$ cat src/rtl/vend_pkg.sv
// Shared vending-path definitions: cash codes, acceptor FSM states and
// the coin width classifier.
package vend_pkg;

    localparam logic [1:0] CASH_NONE = 2'b00;
    localparam logic [1:0] CASH_5    = 2'b01;
    localparam logic [1:0] CASH_10   = 2'b10;
    localparam logic [1:0] CASH_20   = 2'b11;

    typedef enum logic [2:0] {
        ST_ARM      = 3'd0,
        ST_IDLE     = 3'd1,
        ST_MEASURE  = 3'd2,
        ST_CLASSIFY = 3'd3,
        ST_JAM      = 3'd4
    } acc_state_e;

    // Map a measured pulse width onto a cash code; all windows are inclusive.
    // Widths outside every window return CASH_NONE, which means "reject".
    function automatic logic [1:0] width_to_cash(
        input int unsigned width,
        input int unsigned w5_min,
        input int unsigned w5_max,
        input int unsigned w10_min,
        input int unsigned w10_max,
        input int unsigned w20_min,
        input int unsigned w20_max
    );
        if (width >= w5_min && width <= w5_max) begin
            return CASH_5;
        end
        if (width >= w10_min && width <= w10_max) begin
            return CASH_10;
        end
        if (width >= w20_min && width <= w20_max) begin
            return CASH_20;
        end
        return CASH_NONE;
    endfunction

endpackage

$ cat src/rtl/coin_filter.sv
// Coin-chute line conditioner: multi-stage synchroniser followed by a
// debounce filter. Provides the filtered level, single-cycle rise/fall
// strobes, and a "quiet" flag that is only true once the synchroniser has
// been refilled after reset and both the synchronised and filtered levels
// are low.
module coin_filter #(
    parameter int unsigned SYNC_STAGES = 2,
    parameter int unsigned DEB_CYCLES  = 4
) (
    input  logic clk,
    input  logic reset,
    input  logic raw_i,
    output logic filt_o,
    output logic rise_o,
    output logic fall_o,
    output logic quiet_o
);

    localparam int unsigned DW = $clog2(DEB_CYCLES + 1);
    localparam int unsigned WW = $clog2(SYNC_STAGES + 1);

    logic [SYNC_STAGES-1:0] sync_q, sync_d;
    logic [DW-1:0]          deb_q, deb_d;
    logic [WW-1:0]          warm_q, warm_d;
    logic                   filt_q, filt_d;
    logic                   prev_q;
    logic                   sync_lvl;

    assign sync_lvl = sync_q[SYNC_STAGES-1];

    // Next-state: shift the synchroniser, count disagreeing samples, and
    // count warm-up cycles until the synchroniser holds real line samples.
    always_comb begin
        sync_d = sync_q;
        deb_d  = '0;
        filt_d = filt_q;
        warm_d = warm_q;

        sync_d[0] = raw_i;
        for (int i = 1; i < int'(SYNC_STAGES); i++) begin
            sync_d[i] = sync_q[i-1];
        end

        // Only a run of DEB_CYCLES samples that all differ from the current
        // level flips it; any agreeing sample restarts the run.
        if (sync_lvl != filt_q) begin
            if (deb_q == DW'(DEB_CYCLES - 1)) begin
                filt_d = sync_lvl;
            end else begin
                deb_d = deb_q + DW'(1);
            end
        end

        if (warm_q != WW'(SYNC_STAGES)) begin
            warm_d = warm_q + WW'(1);
        end
    end

    // Filter state registers; reset clears everything to the low level.
    always_ff @(posedge clk) begin
        if (reset) begin
            sync_q <= '0;
            deb_q  <= '0;
            warm_q <= '0;
            filt_q <= 1'b0;
            prev_q <= 1'b0;
        end else begin
            sync_q <= sync_d;
            deb_q  <= deb_d;
            warm_q <= warm_d;
            filt_q <= filt_d;
            prev_q <= filt_q;
        end
    end

    assign filt_o  = filt_q;
    assign rise_o  = filt_q & ~prev_q;
    assign fall_o  = ~filt_q & prev_q;
    assign quiet_o = (warm_q == WW'(SYNC_STAGES)) & ~sync_lvl & ~filt_q;

endmodule

$ cat src/rtl/coin_acceptor.sv
// Coin acceptor front end: measures filtered coin pulse widths, classifies
// them into cash codes, buffers accepted coins and emits them as
// single-cycle cash_in codes with enforced idle spacing.
//
// Handshake note: there is no back-pressure anywhere. The internal FIFO
// push is a one-cycle strobe from CLASSIFY; the pop happens whenever the
// FIFO is non-empty and the spacing counter is zero. A push into a full
// FIFO (fullness judged before the same-cycle pop) drops the coin and
// raises coin_err.
module coin_acceptor
    import vend_pkg::*;
#(
    parameter int unsigned SYNC_STAGES = 2,
    parameter int unsigned DEB_CYCLES  = 4,
    parameter int unsigned CNT_W       = 8,
    parameter int unsigned W5_MIN      = 8,
    parameter int unsigned W5_MAX      = 15,
    parameter int unsigned W10_MIN     = 16,
    parameter int unsigned W10_MAX     = 31,
    parameter int unsigned W20_MIN     = 32,
    parameter int unsigned W20_MAX     = 63,
    parameter int unsigned JAM_CYCLES  = 255,
    parameter int unsigned GAP_CYCLES  = 2,
    parameter int unsigned FIFO_DEPTH  = 2
) (
    input  logic       clk,
    input  logic       reset,
    input  logic       coin_sense,
    output logic [1:0] cash_in,
    output logic       coin_err,
    output logic       jam,
    output logic       busy
);

    localparam int unsigned PW = (FIFO_DEPTH > 1) ? $clog2(FIFO_DEPTH) : 1;
    localparam int unsigned CW = $clog2(FIFO_DEPTH + 1);
    localparam int unsigned GW = $clog2(GAP_CYCLES + 2);

    // Conditioned line
    logic filt, rise, fall, quiet;

    // FSM and width counter
    acc_state_e       state_q, state_d;
    logic [CNT_W-1:0] cnt_q, cnt_d;
    logic [CNT_W-1:0] cnt_inc;
    logic [1:0]       width_code;
    logic             push;
    logic [1:0]       push_code;
    logic             err_d, err_q;

    // Pending-coin FIFO and output spacing
    logic [1:0]       mem_q [FIFO_DEPTH];
    logic [PW-1:0]    wr_ptr_q, wr_ptr_d;
    logic [PW-1:0]    rd_ptr_q, rd_ptr_d;
    logic [CW-1:0]    count_q, count_d;
    logic             full, pop;
    logic [GW-1:0]    gap_q, gap_d;
    logic [1:0]       cash_q, cash_d;

    coin_filter #(
        .SYNC_STAGES (SYNC_STAGES),
        .DEB_CYCLES  (DEB_CYCLES)
    ) u_filter (
        .clk     (clk),
        .reset   (reset),
        .raw_i   (coin_sense),
        .filt_o  (filt),
        .rise_o  (rise),
        .fall_o  (fall),
        .quiet_o (quiet)
    );

    assign cnt_inc    = cnt_q + CNT_W'(1);
    assign width_code = width_to_cash(32'(cnt_q), W5_MIN, W5_MAX,
                                      W10_MIN, W10_MAX, W20_MIN, W20_MAX);
    assign full       = (count_q == CW'(FIFO_DEPTH));
    assign pop        = (count_q != '0) && (gap_q == '0);

    // FSM next-state, width counting and classification decisions.
    always_comb begin
        state_d   = state_q;
        cnt_d     = cnt_q;
        push      = 1'b0;
        push_code = CASH_NONE;
        err_d     = 1'b0;

        unique case (state_q)
            // A line that is already high when reset releases keeps us
            // here until it has genuinely gone low, so a partial pulse is
            // never measured.
            ST_ARM: begin
                if (quiet) begin
                    state_d = ST_IDLE;
                end
            end
            ST_IDLE: begin
                if (rise) begin
                    state_d = ST_MEASURE;
                    cnt_d   = CNT_W'(1);
                end
            end
            ST_MEASURE: begin
                if (fall) begin
                    state_d = ST_CLASSIFY;
                end else begin
                    cnt_d = cnt_inc;
                    if (cnt_inc == CNT_W'(JAM_CYCLES)) begin
                        state_d = ST_JAM;
                    end
                end
            end
            ST_CLASSIFY: begin
                state_d = ST_IDLE;
                if (width_code == CASH_NONE || full) begin
                    err_d = 1'b1;
                end else begin
                    push      = 1'b1;
                    push_code = width_code;
                end
            end
            ST_JAM: begin
                if (!filt) begin
                    state_d = ST_IDLE;
                    err_d   = 1'b1;
                end
            end
            default: begin
                state_d = ST_ARM;
            end
        endcase
    end

    // FSM state, width counter and error strobe registers.
    always_ff @(posedge clk) begin
        if (reset) begin
            state_q <= ST_ARM;
            cnt_q   <= '0;
            err_q   <= 1'b0;
        end else begin
            state_q <= state_d;
            cnt_q   <= cnt_d;
            err_q   <= err_d;
        end
    end

    // FIFO pointers/occupancy, output code and spacing counter next-state.
    always_comb begin
        wr_ptr_d = wr_ptr_q;
        rd_ptr_d = rd_ptr_q;
        count_d  = count_q;
        cash_d   = CASH_NONE;
        gap_d    = gap_q;

        if (push) begin
            wr_ptr_d = (wr_ptr_q == PW'(FIFO_DEPTH - 1)) ? '0 : wr_ptr_q + PW'(1);
        end
        if (pop) begin
            rd_ptr_d = (rd_ptr_q == PW'(FIFO_DEPTH - 1)) ? '0 : rd_ptr_q + PW'(1);
        end

        unique case ({push, pop})
            2'b10:   count_d = count_q + CW'(1);
            2'b01:   count_d = count_q - CW'(1);
            default: count_d = count_q;
        endcase

        // Each emitted code is followed by GAP_CYCLES forced idle cycles.
        if (pop) begin
            cash_d = mem_q[rd_ptr_q];
            gap_d  = GW'(GAP_CYCLES);
        end else if (gap_q != '0) begin
            gap_d = gap_q - GW'(1);
        end
    end

    // FIFO storage, pointers, spacing counter and registered cash output.
    always_ff @(posedge clk) begin
        if (reset) begin
            wr_ptr_q <= '0;
            rd_ptr_q <= '0;
            count_q  <= '0;
            gap_q    <= '0;
            cash_q   <= CASH_NONE;
        end else begin
            if (push) begin
                mem_q[wr_ptr_q] <= push_code;
            end
            wr_ptr_q <= wr_ptr_d;
            rd_ptr_q <= rd_ptr_d;
            count_q  <= count_d;
            gap_q    <= gap_d;
            cash_q   <= cash_d;
        end
    end

    assign cash_in  = cash_q;
    assign coin_err = err_q;
    assign jam      = (state_q == ST_JAM);
    assign busy     = (state_q == ST_MEASURE) || (state_q == ST_JAM) || (count_q != '0);

endmodule

$ cat config.mk
export PLATFORM = sky130hd
export DESIGN_NAME = coin_acceptor
export DESIGN_NICKNAME = d
export VERILOG_FILES = /design/src/rtl/vend_pkg.sv /design/src/rtl/coin_filter.sv /design/src/rtl/coin_acceptor.sv
export SDC_FILE = /design/constraint.sdc
export NUM_CORES = 1
export LEC_CHECK = 0
export CORE_UTILIZATION = 45
export CTS_BUF_LIST = sky130_fd_sc_hd__clkbuf_2 sky130_fd_sc_hd__clkbuf_4 sky130_fd_sc_hd__clkbuf_8
export CTS_CLUSTER_DIAMETER = 100
export DETAILED_ROUTE_END_ITERATION = 10
export PLACE_DENSITY_LB_ADDON = 0.1
export SETUP_SLACK_MARGIN = 0.15
export SYNTH_ARGS = -nofsm -noshare
export SYNTH_HDL_FRONTEND = slang
export SYNTH_HIERARCHICAL = 1
export SYNTH_SLANG_ARGS = --single-unit
$ cat constraint.sdc
create_clock -name clk -period 3.2 [get_ports clk]
set_clock_uncertainty 0.1 [all_clocks]
set_input_delay 0.64 -clock clk [delete_from_list [all_inputs] [get_ports clk]]
set_output_delay 0.64 -clock clk [all_outputs]
set_load 0.02 [all_outputs]
# Word level (Yosys, flattened, before mapping)

Memory sizes are Yosys's and may differ from the RTL's. A register that Yosys moved wholly into a read port is not among the register bits.
Cells that the tools add are included.

Register bits after elaboration: 27
Bits of input ports: 3
Bits in writable memories: 4
Memories: 1
Output and inout port bits: 5
Logic and storage cells: 111

$lt $le $gt $ge: 6
$add $sub $neg: 8
Bitwise logic cells: 9
Eq/ne operators: 17
Reduce and logical (&&, ||, !) cells: 21
Multiplexer cells: 36

Memory list:

| memory | words | bits a word | read ports | clocked after memory_dff | wr ports | line                | text |
|---|---|---|---|---|---|---|---|
| mem_q  | 2     | 2           | 1          | 1                        | 1        | coin_acceptor.sv:52 | `logic [1:0] mem_q [FIFO_DEPTH];` |

Operators with widths:

| kind                                                                             | count |
|---|---|
| 2-bit 2-to-1 mux                                                                 | 10 |
| 8-bit 2-to-1 mux                                                                 | 2 |
| 8-bit one-hot mux with 2 select lines                                            | 1 |
| 1-bit 2-to-1 mux                                                                 | 15 |
| 3-bit 2-to-1 mux                                                                 | 5 |
| 3-bit one-hot mux with 5 select lines                                            | 1 |
| 2-bit inequality test, second input constant                                     | 5 |
| 2-bit nonzero test                                                               | 5 |
| 3-bit by 2-bit equality test with 1-bit output, second input constant            | 3 |
| 8-bit by 1-bit adder with 8-bit output, second input constant                    | 1 |
| 8-bit equality test, second input constant                                       | 1 |
| 8-bit by 4-bit >= comparator with 1-bit output, second input constant            | 1 |
| 8-bit by 5-bit >= comparator with 1-bit output, second input constant            | 1 |
| 8-bit by 6-bit >= comparator with 1-bit output, second input constant            | 1 |
| 8-bit by 4-bit less-or-equal comparator with 1-bit output, second input constant | 1 |
| 8-bit by 5-bit less-or-equal comparator with 1-bit output, second input constant | 1 |
| 8-bit by 6-bit less-or-equal comparator with 1-bit output, second input constant | 1 |
| 2-bit equality test, second input constant                                       | 3 |
| 1-bit inverter                                                                   | 5 |
| 2-bit by 1-bit adder with 2-bit output, second input constant                    | 2 |
| 1-bit AND                                                                        | 4 |
| 1-bit logical AND                                                                | 4 |
| 2-bit logical NOT                                                                | 2 |
| 2-bit one-hot mux with 2 select lines                                            | 1 |
| other kinds (16)                                                                 | 21 |

# Longest topological paths before layout

Gate-level depths: netlist of the first run.

Depth in word-level cells: 16
Mapped depth: 8
Mapped depth without buffers: 7

# Hierarchy

The synthesis of the first run kept the hierarchy.

By module, submodules not included:

| module        | area an instance (um2) | times used | sequential area each (um2) | cells an instance |
|---|---|---|---|---|
| coin_acceptor | 1,196.1                | 1          | 520.5                      | 133 |
| coin_filter   | 346.6                  | 1          | 180.2                      | 32 |

# Least setup slack after synthesis of the first run

Ideal clock, no wire load.

Kind: register -> register
Start point: register u_filter.filt_q (netlist: u_filter/filt_o)
End point: register cnt_q[7]
Required time: 3.029 ns
Buffers on the path: 1
Data arrival time: 1.853 ns
Stages on the path, launching flop included: 6
Setup slack: 1.177 ns
Setup time: 0.071 ns
Period minus slack after synthesis: 2.023 ns
Cell sequence: dfxtp_1 and2b_1 or4b_1 buf_2 or4_1 a21oi_1

Word-level cells in the longest chain between the ends: 4
Elaborated cells on any way between the ends: 6
Classes of those cells: 2 x eq/ne; 3 x bitwise; 1 x reduce/logical

RTL lines:

| item                                   | line                 | text |
|---|---|---|
| from (decl)                            | coin_filter.sv:25    | `logic filt_q, filt_d;` |
| from (signal assigned)                 | coin_filter.sv:71    | `filt_q <= filt_d;` |
| 1-bit inverter                         | coin_filter.sv:78    | `assign fall_o = ~filt_q & prev_q;` |
| 1-bit AND                              | coin_filter.sv:78    |  |
| named net fall                         | coin_acceptor.sv:40  | `logic filt, rise, fall, quiet;` |
| 2-bit inequality test (no source line) | -                    |  |
| 3-bit AND reduction (no source line)   | -                    |  |
| to (signal assigned)                   | coin_acceptor.sv:141 | `cnt_q <= cnt_d;` |
| to (decl)                              | coin_acceptor.sv:44  | `logic [CNT_W-1:0] cnt_q, cnt_d;` |

The timed path passes the listed nets, and every way through them passes these cells.
A chain may end at the register's enable or synchronous reset.

# Worst setup path after layout of the first run

Start point: register state_q[2]
End point: output port jam

Word-level cells in the longest chain between the ends: 1

RTL lines:

| item                   | line                 | text |
|---|---|---|
| from (decl)            | coin_acceptor.sv:43  | `acc_state_e state_q, state_d;` |
| from (signal assigned) | coin_acceptor.sv:140 | `state_q <= state_d;` |
| 3-bit equality test    | coin_acceptor.sv:198 | `assign jam = (state_q == ST_JAM);` |
| to (decl)              | coin_acceptor.sv:31  | `output logic jam,` |

No other way between the ends.

==> results of run 1 <==
-- routing by layer --
| metal | vias to the layer above | routed length, um |
|---|---|---|
| met1 | 536 | 1256 |
| met4 | 0 | 48 |
| li1 | 590 | - |
| met3 | 5 | 89 |
| met2 | 12 | 1306 |
| met5 | - | 0 |
-- path summary, 6_finish.rpt --
path	endpoint	slack [ps]	depth (start not counted)
worst max-delay path	jam	600	2
worst min register to register	u_filter/deb_q[0]	340	1
worst min-delay path	u_filter/deb_q[0]	340	1
worst max register to register	cnt_q[7]	940	4
-- synth_stat cells (all sizes together) --
library cell / n / share of area [%]
a211o: 1 / 0.57
a211oi: 1 / 0.49
a21o: 1 / 0.49
a21oi: 12 / 3.9
a22oi: 1 / 0.49
a31oi: 3 / 1.2
a32o: 1 / 0.65
and2b: 1 / 0.49
and3: 2 / 0.81
and3b: 2 / 1.2
buf: 4 / 1.7
clkbuf: 7 / 1.7
dfxtp: 29 / 38
edfxtp: 4 / 7.8
ha: 7 / 5.7
inv: 8 / 1.9
mux2i: 4 / 2.6
nand2: 6 / 1.5
nand2b: 2 / 0.81
nand3: 6 / 1.9
nand4: 1 / 0.41
nor2: 13 / 3.2
nor2b: 4 / 1.6
nor3: 7 / 2.3
nor3b: 5 / 2.4
nor4: 2 / 0.81
nor4b: 3 / 2.1
o211a: 2 / 1.3
o21ai: 6 / 1.9
o21ba: 1 / 0.65
o21bai: 1 / 0.49
o31ai: 1 / 0.49
or2: 1 / 0.41
or3: 4 / 1.6
or4: 2 / 0.97
or4b: 1 / 0.65
xnor2: 5 / 2.8
xor2: 4 / 2.3
-- cell families after synthesis --
family	share of synthesized area, %
XOR/XNOR	5.109
buffers and inverters	5.353
AO/OA/AOI/OAI	12.65
flip-flops	45.42
AND/OR/NAND/NOR	23.20
multiplexers	2.595
adder cells (fa/ha/maj)	5.677
-- sequential cells by signal, indices dropped and copies added (netlist names), 2 cells and up --
| register | count |
|---|---|
| count_q | 2 |
| gap_q | 2 |
| u_filter/sync_q | 2 |
| u_filter/deb_q | 3 |
| u_filter/warm_q | 2 |
| cnt_q | 8 |
| mem_q | 4 |
| cash_in | 2 |
| state_q | 3 |
-- through the flow --
stage / hold WS (ps) / power (W)
after global placement: 317.1 / 0.0005871
after detailed placement: 329.9 / 0.0005981
after floorplan: 308.0 / 0.0005637
after global routing: 372.4 / 0.0008725
final: 342.7 / 0.0008147
after CTS: 344.8 / 0.0008283
-- area by class of cell --
| class | instances | area (um2) | area share [%] |
|---|---|---|---|
| multi-input cells | 113 | 759.5 | 45.06 |
| repair buffers | 9 | 85.08 | 5.048 |
| well taps | 44 | 55.05 | 3.267 |
| clock buffers | 6 | 45.04 | 2.673 |
| flip-flops and latches | 33 | 700.7 | 41.57 |
| clock inverters | 2 | 10.01 | 0.5939 |
| inverters | 8 | 30.03 | 1.782 |
-- power groups by stage --
| stage | logic (W) | registers, W | clock network, W |
|---|---|---|---|
| global placement | 0.000110 | 0.000477 | 0 |
| CTS | 0.000119 | 0.000470 | 0.000238 |
| detailed placement | 0.000118 | 0.000480 | 0 |
| global route | 0.000135 | 0.000475 | 0.000263 |
| finish | 0.000117 | 0.000470 | 0.000228 |
| floorplan | 0.0000898 | 0.000474 | 0 |
-- worst register-to-register path, stage by stage, from the launching register on --
cell,delay [ps]
sky130_fd_sc_hd__dfxtp_1,460
sky130_fd_sc_hd__and2b_1,260
sky130_fd_sc_hd__or4b_1,660
sky130_fd_sc_hd__or4_1,560
sky130_fd_sc_hd__a21oi_1,150
==> impl_table.tex, run 1 <==
\begin{tabular}{lr}
\hline
Metric & Value \\
\hline
\multicolumn{2}{l}{\textbf{Status}} \\
\quad Status & completed \\
\multicolumn{2}{l}{\textbf{Placed design}} \\
\quad HPWL Detailed & between 1.5 and 2 mm \\
\quad Post-placement worst setup slack & 963.3 ps \\
\quad Port bufs & 7 \\
\quad Placement Cell Area & 1630 um2 \\
\quad Post-placement cell count & roughly 210 \\
\quad Routability cong. & between 0.7 and 0.8 \\
\multicolumn{2}{l}{\textbf{Floorplanning}} \\
\quad \# IOs & 8 \\
\quad Die Width & roughly 60 um \\
\quad Core box area & roughly 3200 um2 \\
\quad Starting density of the core & approximately half \\
\quad Row Count & 20 \\
\quad Total die area & 3666 um2 \\
\quad Vert. Die Dim & 60.55 um \\
\multicolumn{2}{l}{\textbf{Power and ir drop}} \\
\quad Switching power of the nets & 0.0002151 W \\
\quad Net switching share of the total power & 26.40\% \\
\quad Clk network pwr share & 28.0\% \\
\quad Pint & 0.0005997 W \\
\quad Total power per unit cell area & approximately 480 nW/um2 \\
\quad Combinational Power Share & roughly 14\% \\
\quad Relative contribution of sequential cells to total power & 57.7\% \\
\quad Reported leakage power & 0.6114 nW \\
\quad Highest ir drop seen on vdd & 0.0002836 V \\
\multicolumn{2}{l}{\textbf{Global route}} \\
\quad GR Layer Usage met3 & 5.757\% \\
\quad GR met2 Demand/Resource & 30.61\% \\
\quad Most utilized layer in the global route result & met2 \\
\quad Overflow left after global routing & 0 \\
\quad Gr usage total & 18.12\% \\
\quad Largest net degree at the start of global routing & 14 \\
\quad Antenna violations before repair & 0 \\
\quad Vias in the first global route & 1110 \\
\quad Global-route wire length before repair & 4.802 mm \\
\quad Fraction of met1 tracks used by global routing & 21.14\% \\
\multicolumn{2}{l}{\textbf{STA}} \\
\quad Shortest clock period the worst path allows after layout & 2603 ps \\
\quad Tcrit/Tclk final & 81.35\% \\
\quad Worst Setup Slack, final & 596.7 ps \\
\quad Unrepaired setup endpoints after global routing & false \\
\quad Count of pins over their slew limit & 0 \\
\quad Peak clock frequency supported by timing & 384.1 MHz \\
\quad Number of failing setup endpoints in the final timing report & 0 \\
\quad Worst slew slack as a fraction of its limit & 42.00\% \\
\quad Fin Setup TNS & 0 ps \\
\quad Hold Fails Final Rpt & 0 \\
\quad Worst Max-Slew Pin Slew & around 860 ps \\
\multicolumn{2}{l}{\textbf{Setup path}} \\
\quad Largest stage delay on the critical path & 680 ps \\
\quad Type of the worst setup path & flip-flop to output pin \\
\quad Dominant delay contributor by cell family on the critical path & buffers and inverters \\
\quad Endpoint arrival time on the critical path & 1860 ps \\
\quad RR Startpoint & u\_filter/filt\_o \\
\quad Worst Setup Start Kind & flip-flop \\
\quad Nature of the critical path endpoint & output pin \\
\quad Top fanout value on the critical path & 10 \\
\quad Required time of the worst setup path & $\sim$2500 ps \\
\quad Timing startpoint of the critical path & state\_q[2] \\
\quad CP cell instances & nor3b\_1 -> clkdlybuf4s50\_1 \\
\quad Worst Path Buf+Inv & 1 \\
\quad Cell with the biggest individual delay on the critical path & sky130\_fd\_sc\_hd\_\_clkdlybuf4s50\_1 \\
\multicolumn{2}{l}{\textbf{Yosys}} \\
\quad Portion of the post-synthesis area used by sequential elements & 45.42\% \\
\quad Post-Synthesis Cells & 165 \\
\quad Synthesized flop and latch total & 33 \\
\quad Mapped Nets & 175 \\
\quad Yosys synthesis warning count & 6 \\
\quad Syn Area/Cell & between 9 and 10 um2 \\
\quad Library cells used by synthesis & 41 \\
\quad Cell Area, Synth & between 1500 and 2000 um2 \\
\multicolumn{2}{l}{\textbf{Route}} \\
\quad Total via count after detailed routing & 1143 \\
\quad Wire per inst & 12.56 um \\
\quad Via-per-instance ratio & around 5.3 \\
\quad First drt pass iteration count & 4 \\
\quad Aggregate routed wire length & 2.700 mm \\
\quad Routed Antenna Nets & 0 \\
\quad DRC violation count after routing & 0 \\
\quad Initial drt markers & 21 \\
\multicolumn{2}{l}{\textbf{Final layout}} \\
\quad Number of cells in the finished layout apart from fillers & 215 \\
\quad Layout overhead on the synthesized area & 9.246\% \\
\quad End-of-flow core utilization & 53.45\% \\
\quad Cell area after layout & around 1700 um2 \\
\quad Filler cell count in the final layout & roughly 320 \\
\quad Total number of nets in the final design & 180 \\
\quad Leading cell types in the layout, fill and taps excluded & sky130\_fd\_sc\_hd\_\_dfxtp\_1, sky130\_fd\_sc\_hd\_\_nor2\_1, sky130\_fd\_sc\_hd\_\_a21oi\_1, sky130\_fd\_sc\_hd\_\_inv\_1 \\
\quad Antenna diodes & 0 \\
\quad Fraction of final layout cells sized beyond drive strength 1 & 8.187\% \\
\quad Leading cell type in the layout, fill and taps excluded & sky130\_fd\_sc\_hd\_\_dfxtp\_1 \\
\multicolumn{2}{l}{\textbf{Clock network}} \\
\quad Number of post-CTS setup repair buffers & 0 \\
\quad Clock buffers created by TritonCTS & 5 \\
\quad Number of hold buffers added after CTS & 0 \\
\quad Clock transition at the registers of the reported paths & 100 ps \\
\quad CTS Root Buffer Type & sky130\_fd\_sc\_hd\_\_clkbuf\_4 \\
\quad Number of H-tree levels & 2 \\
\quad Clock sink count & 33 \\
\quad Clock tree from TritonCTS & done \\
\quad Source-to-sink clock delay at the later pin of the worst-skew pair & 330 ps \\
\quad Total of cells resized after clock tree synthesis & 0 \\
\quad Clock tree buffer depth & 2 \\
\multicolumn{2}{l}{\textbf{Flow run}} \\
\quad Number of max-capacitance violations reported & 0 \\
\multicolumn{2}{l}{\textbf{Hold path}} \\
\quad Hold Crit Start & u\_filter/deb\_q[0] \\
\quad Min-Delay Path Class & flip-flop to flip-flop \\
\hline
\end{tabular}
Note: power is estimated with default switching activity, not from simulation.
==> run 2: changes to the inputs <==
Clock period 3.2 ns to 2.6 ns, I/O delays scaled along.
==> run 2 against run 1 <==
Compared with the run above: clock power is 64% higher; die area stayed put; sequential share of layout area is 0.95 points lower; total power is 35% higher; register-to-register slack worse by 550 ps; non-clock buffer count stayed put; wire length is 5.4% lower; via count is 0.96% lower; first-iteration DRC count is 33% higher; worst hold slack better by 3.7 ps; critical endpoint is now busy; largest cell class unchanged.
==> impl_table.tex, run 2 (synthesis results as in run 1) <==
\begin{tabular}{lr}
\hline
Metric & Value \\
\hline
\multicolumn{2}{l}{\textbf{Final layout}} \\
\quad Fraction of final layout cells sized beyond drive strength 1 & under 10\% \\
\quad Layout overhead on the synthesized area & 12.00\% \\
\quad Leading cell type in the layout, fill and taps excluded & sky130\_fd\_sc\_hd\_\_dfxtp\_1 \\
\quad Antenna diodes & 0 \\
\quad Number of cells in the finished layout apart from fillers & 215 \\
\quad Biggest regs & cnt\_q x8, mem\_q x4 \\
\quad Largest reg by FF count & cnt\_q \\
\quad Number of flip-flops under the largest register name & 8 \\
\quad Total number of nets in the final design & 180 \\
\quad Filler cell count in the final layout & 308 \\
\quad Combined flip-flop and latch cell area & 701.9 um2 \\
\quad Area occupied by multi-input gates & $\sim$760 um2 \\
\quad Leading cell types in the layout, fill and taps excluded & sky130\_fd\_sc\_hd\_\_dfxtp\_1, sky130\_fd\_sc\_hd\_\_nor2\_1, sky130\_fd\_sc\_hd\_\_a21oi\_1, sky130\_fd\_sc\_hd\_\_inv\_1 \\
\multicolumn{2}{l}{\textbf{Route}} \\
\quad First drt pass iteration count & 4 \\
\quad Initial drt markers & 28 \\
\quad Via-per-instance ratio & approximately 5.3 \\
\quad DRC violation count after routing & 0 \\
\quad Wire per inst & 11.88 um \\
\quad Total via count after detailed routing & about 1100 \\
\quad Routed Antenna Nets & 0 \\
\quad Aggregate routed wire length & 2.555 mm \\
\multicolumn{2}{l}{\textbf{STA}} \\
\quad Hold Fails Final Rpt & 0 \\
\quad Worst Max-Slew Pin Slew & 453.7 ps \\
\quad Unrepaired setup endpoints after global routing & false \\
\quad Worst Setup Slack, final & about 300 ps \\
\quad Worst slew slack as a fraction of its limit & 69.69\% \\
\quad Number of failing setup endpoints in the final timing report & 0 \\
\quad Count of pins over their slew limit & 0 \\
\quad Peak clock frequency supported by timing & 434.0 MHz \\
\quad Tcrit/Tclk final & between 80 and 90\% \\
\quad Shortest clock period the worst path allows after layout & around 2300 ps \\
\quad Fin Setup TNS & 0 ps \\
\multicolumn{2}{l}{\textbf{Floorplanning}} \\
\quad Core box area & about 3200 um2 \\
\quad \# IOs & 8 \\
\quad Row Count & 20 \\
\quad Total die area & 3666 um2 \\
\quad Vert. Die Dim & 60.55 um \\
\quad Starting density of the core & 48.93\% \\
\quad Die Width & 60.55 um \\
\multicolumn{2}{l}{\textbf{Placed design}} \\
\quad Port bufs & 7 \\
\quad Post-placement cell count & 207 \\
\quad Post-placement worst setup slack & 415.8 ps \\
\quad HPWL Detailed & around 1.8 mm \\
\quad Routability cong. & 0.7966 \\
\multicolumn{2}{l}{\textbf{Power and ir drop}} \\
\quad Highest ir drop seen on vdd & about 0.0004 V \\
\quad Total power after layout & roughly 0.0011 W \\
\quad Total power per unit cell area & 635.0 nW/um2 \\
\quad Reported leakage power & 0.6294 nW \\
\multicolumn{2}{l}{\textbf{Clock network}} \\
\quad CTS Root Buffer Type & sky130\_fd\_sc\_hd\_\_clkbuf\_4 \\
\quad Clock tree buffer depth & 2 \\
\quad Number of H-tree levels & 2 \\
\quad Clock buffers created by TritonCTS & 5 \\
\quad Source-to-sink clock delay at the later pin of the worst-skew pair & 330 ps \\
\quad Clock sink count & 33 \\
\quad Clock tree from TritonCTS & done \\
\quad Clock transition at the registers of the reported paths & about 90 ps \\
\multicolumn{2}{l}{\textbf{Setup path}} \\
\quad Number of cell instances on the worst register-to-register path & 4 \\
\quad Endpoint arrival time on the critical path & 1680 ps \\
\quad Required time of the worst setup path & approximately 2000 ps \\
\quad Type of the worst setup path & flip-flop to output pin \\
\quad Top fanout value on the critical path & 10 \\
\quad Worst Setup Start Kind & flip-flop \\
\quad Nature of the critical path endpoint & output pin \\
\multicolumn{2}{l}{\textbf{Global route}} \\
\quad Largest net degree at the start of global routing & 33 \\
\quad Antenna violations before repair & 0 \\
\quad Vias in the first global route & around 1000 \\
\quad Global-route wire length before repair & between 4 and 5 mm \\
\quad Overflow left after global routing & 0 \\
\quad Gr usage total & around 17\% \\
\multicolumn{2}{l}{\textbf{Hold path}} \\
\quad Worst hold path depth & 1 \\
\quad Min-Delay Path Class & flip-flop to flip-flop \\
\multicolumn{2}{l}{\textbf{Flow run}} \\
\quad Number of max-capacitance violations reported & 0 \\
\multicolumn{2}{l}{\textbf{Status}} \\
\quad Status & completed \\
\hline
\end{tabular}
-- run 2: area by class of cell --
cell class / instances / share of cell area (%)
Multi-Input combinational cell: 113 / 44.24
Sequential cell: 33 / 40.62
Timing Repair Buffer: 9 / 5.648
Tap cell: 44 / 3.186
Clock buffer: 6 / 2.607
Clock inverter: 2 / 1.955
Inverter: 8 / 1.738
-- run 2: stage by stage --
step	hold slack (ps)	instance area, um2	utilization [%]
after floorplan	308.0	1543	-
after CTS	348.8	1727	54.76
after global placement	315.8	1643	52.10
after global routing	368.4	1728	54.80
after detailed placement	330.8	1643	52.10
final	346.4	1728	54.80
-- run 2: path summary, 6_finish.rpt --
| kind | endpoint | slack, ps | startpoint |
|---|---|---|---|
| hold / removal | gap_q[0] | 350 | gap_q[0] |
| setup reg to reg | cnt_q[7] | 390 | u_filter/filt_o |
| setup / recovery | busy | 300 | state_q[1] |
| hold reg to reg | gap_q[0] | 350 | gap_q[0] |
-- run 2: critical path: stages (launching register included) --
cell,delay (ps)
sky130_fd_sc_hd__dfxtp_1,510
sky130_fd_sc_hd__xnor2_1,100
sky130_fd_sc_hd__o21ai_0,140
sky130_fd_sc_hd__clkdlybuf4s50_1,620
-- run 2: report_power, final --
part	switching (W)	leakage (nW)	total, W	internal, W
logic	0.0000682	0.314	0.000143	0.0000747
registers	0.0000303	0.272	0.000580	0.000550
clock network	0.000163	0.0433	0.000374	0.000211
total	0.000262	0.629	0.00110	0.000835
-- run 2: per-layer routing --
layer	vias up	global-route usage [%]	part of all wire, %	wire, um
met5	-	0	0	0
met4	0	8.766	1.6	41
met3	5	5.330	3.2	81
li1	591	-	-	-
met1	524	19.87	49	1254
met2	12	27.16	46	1177
-- run 2: what timing repair did --
item,in CTS,in global routing
gates cloned,0,0
buffers inserted,0,0
hold buffers,0,0
hold endpoints to repair,0,0
endpoints found under the setup margin,1,1
resized for setup,1,1
==> run 3: changes to the inputs <==
Settings changed: ABC_AREA set to 1.
==> run 3 against run 2 <==
Compared with the run above: worst hold slack worse by 34 ps; via count increased by 20%; critical path depth up 1.
==> impl_table.tex, run 3 <==
\begin{tabular}{lr}
\hline
Metric & Value \\
\hline
\multicolumn{2}{l}{\textbf{Global route}} \\
\quad Global-route wire length before repair & 4.464 mm \\
\quad GR met2 Demand/Resource & between 20\% and 30\% \\
\quad Gr usage total & 16.45\% \\
\quad Antenna violations before repair & 0 \\
\quad Most utilized layer in the global route result & met2 \\
\quad Fraction of met1 tracks used by global routing & a little over a fifth \\
\quad Vias in the first global route & 1063 \\
\quad Overflow left after global routing & 0 \\
\quad Largest net degree at the start of global routing & 16 \\
\quad GR Layer Usage met3 & 5.042\% \\
\multicolumn{2}{l}{\textbf{STA}} \\
\quad Peak clock frequency supported by timing & 443.2 MHz \\
\quad Count of pins over their slew limit & 0 \\
\quad Unrepaired setup endpoints after global routing & false \\
\quad Shortest clock period the worst path allows after layout & 2256 ps \\
\quad Number of failing setup endpoints in the final timing report & 0 \\
\quad Worst slew slack as a fraction of its limit & around 73\% \\
\quad Hold Fails Final Rpt & 0 \\
\quad Fin Setup TNS & 0 ps \\
\quad Worst Max-Slew Pin Slew & 403.5 ps \\
\quad Tcrit/Tclk final & between 80\% and 90\% \\
\multicolumn{2}{l}{\textbf{Final layout}} \\
\quad Leading cell type in the layout, fill and taps excluded & sky130\_fd\_sc\_hd\_\_nand2\_1 \\
\quad Fraction of final layout cells sized beyond drive strength 1 & 9.322\% \\
\quad Layout overhead on the synthesized area & 11.02\% \\
\quad Antenna diodes & 0 \\
\quad Number of flip-flops under the largest register name & 8 \\
\quad Filler cell count in the final layout & approximately 340 \\
\quad Leading cell types in the layout, fill and taps excluded & sky130\_fd\_sc\_hd\_\_nand2\_1, sky130\_fd\_sc\_hd\_\_nor2\_1, sky130\_fd\_sc\_hd\_\_inv\_1, sky130\_fd\_sc\_hd\_\_dfxtp\_1, sky130\_fd\_sc\_hd\_\_a21oi\_1 \\
\quad Total number of nets in the final design & about 250 \\
\quad Largest reg by FF count & cnt\_q \\
\quad Biggest regs & cnt\_q x8, mem\_q x4 \\
\quad End-of-flow core utilization & 52.46\% \\
\multicolumn{2}{l}{\textbf{Setup path}} \\
\quad RR Startpoint & cnt\_q[6] \\
\quad Worst Setup Start Kind & flip-flop \\
\quad CP most frequent cell & sky130\_fd\_sc\_hd\_\_nor2\_1 \\
\quad Dominant delay contributor by cell family on the critical path & buffers and inverters \\
\quad Largest stage delay on the critical path & 620 ps \\
\quad Timing startpoint of the critical path & state\_q[0] \\
\quad Endpoint arrival time on the critical path & 1640 ps \\
\quad Cell with the biggest individual delay on the critical path & sky130\_fd\_sc\_hd\_\_clkdlybuf4s50\_1 \\
\quad Nature of the critical path endpoint & output pin \\
\quad Top fanout value on the critical path & 3 \\
\quad Worst Path Buf+Inv & 2 \\
\quad CP cell instances & nor2\_1 -> inv\_1 -> nor2\_1 -> clkdlybuf4s50\_1 \\
\quad Required time of the worst setup path & 1980 ps \\
\quad Type of the worst setup path & flip-flop to output pin \\
\multicolumn{2}{l}{\textbf{Yosys}} \\
\quad FFs w/ async S/R, synth & 0\% \\
\quad Post-Synthesis Cells & $\sim$220 \\
\quad Most frequent cells after synthesis & sky130\_fd\_sc\_hd\_\_nand2\_1, sky130\_fd\_sc\_hd\_\_nor2\_1, sky130\_fd\_sc\_hd\_\_dfxtp\_1, sky130\_fd\_sc\_hd\_\_inv\_1, sky130\_fd\_sc\_hd\_\_a21oi\_1 \\
\quad Post-synth top area share & 36.54\% \\
\quad Portion of the post-synthesis area used by sequential elements & 44.09\% \\
\quad Cell Area, Synth & 1589 um2 \\
\quad Mapped Nets & approximately 230 \\
\quad Library cells used by synthesis & 23 \\
\quad Cell taking the most area after synthesis & sky130\_fd\_sc\_hd\_\_dfxtp\_1 \\
\quad Library cell with the highest instance count after synthesis & sky130\_fd\_sc\_hd\_\_nand2\_1 \\
\quad EDFF count, synth & 4 \\
\quad Yosys synthesis warning count & 6 \\
\quad Top cells by area, synth & sky130\_fd\_sc\_hd\_\_dfxtp\_1, sky130\_fd\_sc\_hd\_\_nand2\_1, sky130\_fd\_sc\_hd\_\_nor2\_1 \\
\quad Synthesized flop and latch total & 33 \\
\quad Syn Area/Cell & 7.126 um2 \\
\quad Most used flip-flop cell after synthesis & sky130\_fd\_sc\_hd\_\_dfxtp\_1 \\
\multicolumn{2}{l}{\textbf{Power and ir drop}} \\
\quad Reported leakage power & 0.7329 nW \\
\quad Total power per unit cell area & 716.3 nW/um2 \\
\quad Highest ir drop seen on vdd & approximately 0.00026 V \\
\multicolumn{2}{l}{\textbf{Hold path}} \\
\quad Min-Delay Path Class & flip-flop to flip-flop \\
\quad Hold Crit Start & u\_filter/sync\_q[0] \\
\multicolumn{2}{l}{\textbf{Clock network}} \\
\quad Number of hold buffers added after CTS & 0 \\
\quad Total of cells resized after clock tree synthesis & 0 \\
\quad CTS Root Buffer Type & sky130\_fd\_sc\_hd\_\_clkbuf\_4 \\
\quad Clock tree from TritonCTS & done \\
\quad Number of H-tree levels & 2 \\
\quad Clock buffers created by TritonCTS & 5 \\
\quad Clock transition at the registers of the reported paths & 100 ps \\
\quad Number of post-CTS setup repair buffers & 0 \\
\quad Source-to-sink clock delay at the later pin of the worst-skew pair & 320 ps \\
\quad Clock sink count & 33 \\
\quad Clock tree buffer depth & 2 \\
\multicolumn{2}{l}{\textbf{Placed design}} \\
\quad Routability cong. & around 0.84 \\
\quad Port bufs & 7 \\
\quad HPWL Detailed & 2.184 mm \\
\multicolumn{2}{l}{\textbf{Floorplanning}} \\
\quad Starting density of the core & 47.25\% \\
\quad Vert. Die Dim & just over 60 um \\
\quad Total die area & $\sim$3800 um2 \\
\quad Die Width & 61.43 um \\
\quad \# IOs & 8 \\
\quad Row Count & 21 \\
\quad Core box area & around 3400 um2 \\
\multicolumn{2}{l}{\textbf{Route}} \\
\quad Routed Antenna Nets & 0 \\
\quad First drt pass iteration count & 4 \\
\quad Wire per inst & 9.851 um \\
\quad Aggregate routed wire length & 2.778 mm \\
\quad Total via count after detailed routing & approximately 1400 \\
\quad Initial drt markers & 60 \\
\quad DRC violation count after routing & 0 \\
\quad Via-per-instance ratio & 4.801 \\
\multicolumn{2}{l}{\textbf{Status}} \\
\quad Status & completed \\
\multicolumn{2}{l}{\textbf{Flow run}} \\
\quad Number of max-capacitance violations reported & 0 \\
\hline
\end{tabular}
run 3: changes by cell type in the layout (fill, tap and decap cells not counted), moves of 5 or more:
cell and change:
sky130_fd_sc_hd__nor2_1 +21, sky130_fd_sc_hd__inv_1 +21, sky130_fd_sc_hd__xnor2_1 -5, sky130_fd_sc_hd__nand2_1 +54
sky130_fd_sc_hd__a21oi_1 +8, sky130_fd_sc_hd__nor3_1 -6
run 3: worst paths after layout:
check | endpoint | depth (start not counted) | slack, ps
setup / recovery | jam | 4 | 340
setup reg to reg | count_q[1] | 11 | 500
hold / removal | u_filter/sync_q[1] | 2 | 310
hold reg to reg | u_filter/sync_q[1] | 2 | 310
run 3: kinds of logic after synthesis:
logic type	count (synthesis)	synth area share (%)
AOI/OAI and AO/OA	32	10.87
DFF	33	44.09
buffers and inverters	36	9.054
xor gates and xnor gates	2	1.103
adders and majority gates	7	5.512
and+or+nand+nor	113	29.37
run 3: layout make-up:
type | instances | area (um2) | area share [%]
well taps | 46 | 57.56 | 3.262
flip-flops and latches | 33 | 700.7 | 39.72
inverters | 33 | 123.9 | 7.021
multi-input cells | 154 | 744.5 | 42.20
clock buffers | 7 | 52.55 | 2.979
clock inverters | 1 | 5.005 | 0.2837
repair buffers | 8 | 80.08 | 4.539
run 3: worst register-to-register path, delay by kind of cell (launching register included):
kind | cells | cell delay (ps)
and+or+nand+nor | 3 | 380
buffers and inverters | 1 | 110
DFF | 1 | 370
adders and majority gates | 1 | 330
AOI/OAI and AO/OA | 6 | 710
run 3: where the power goes:
group	internal, W	leakage, nW	switching [W]
registers	0.000567	0.263	0.0000427
logic	0.000129	0.434	0.000243
clock network	0.000126	0.0361	0.000156
run 3: stage by stage:
| stage | worst slack [ps] | hold slack (ps) | instances | area [um2] | total power (W) |
|---|---|---|---|---|---|
| after floorplan | 754.8 | 288.3 | 223 | 1589 | 0.0008957 |
| after global placement | 625.3 | 302.0 | 274 | 1704 | 0.0009742 |
| after detailed placement | 552.1 | 297.8 | 274 | 1704 | 0.0009934 |
| after CTS | 236.1 | 311.0 | 282 | 1762 | 0.001279 |
| after global routing | 211.9 | 325.2 | 282 | 1764 | 0.001374 |
| final | 343.8 | 312.1 | 282 | 1764 | 0.001264 |
run 3: per-layer routing:
| metal | share of wire (%) | routed length [um] |
|---|---|---|
| met2 | 49 | 1348 |
| met3 | 4.8 | 134 |
| met1 | 46 | 1277 |
| met4 | 0.68 | 19 |
| met5 | 0 | 0 |
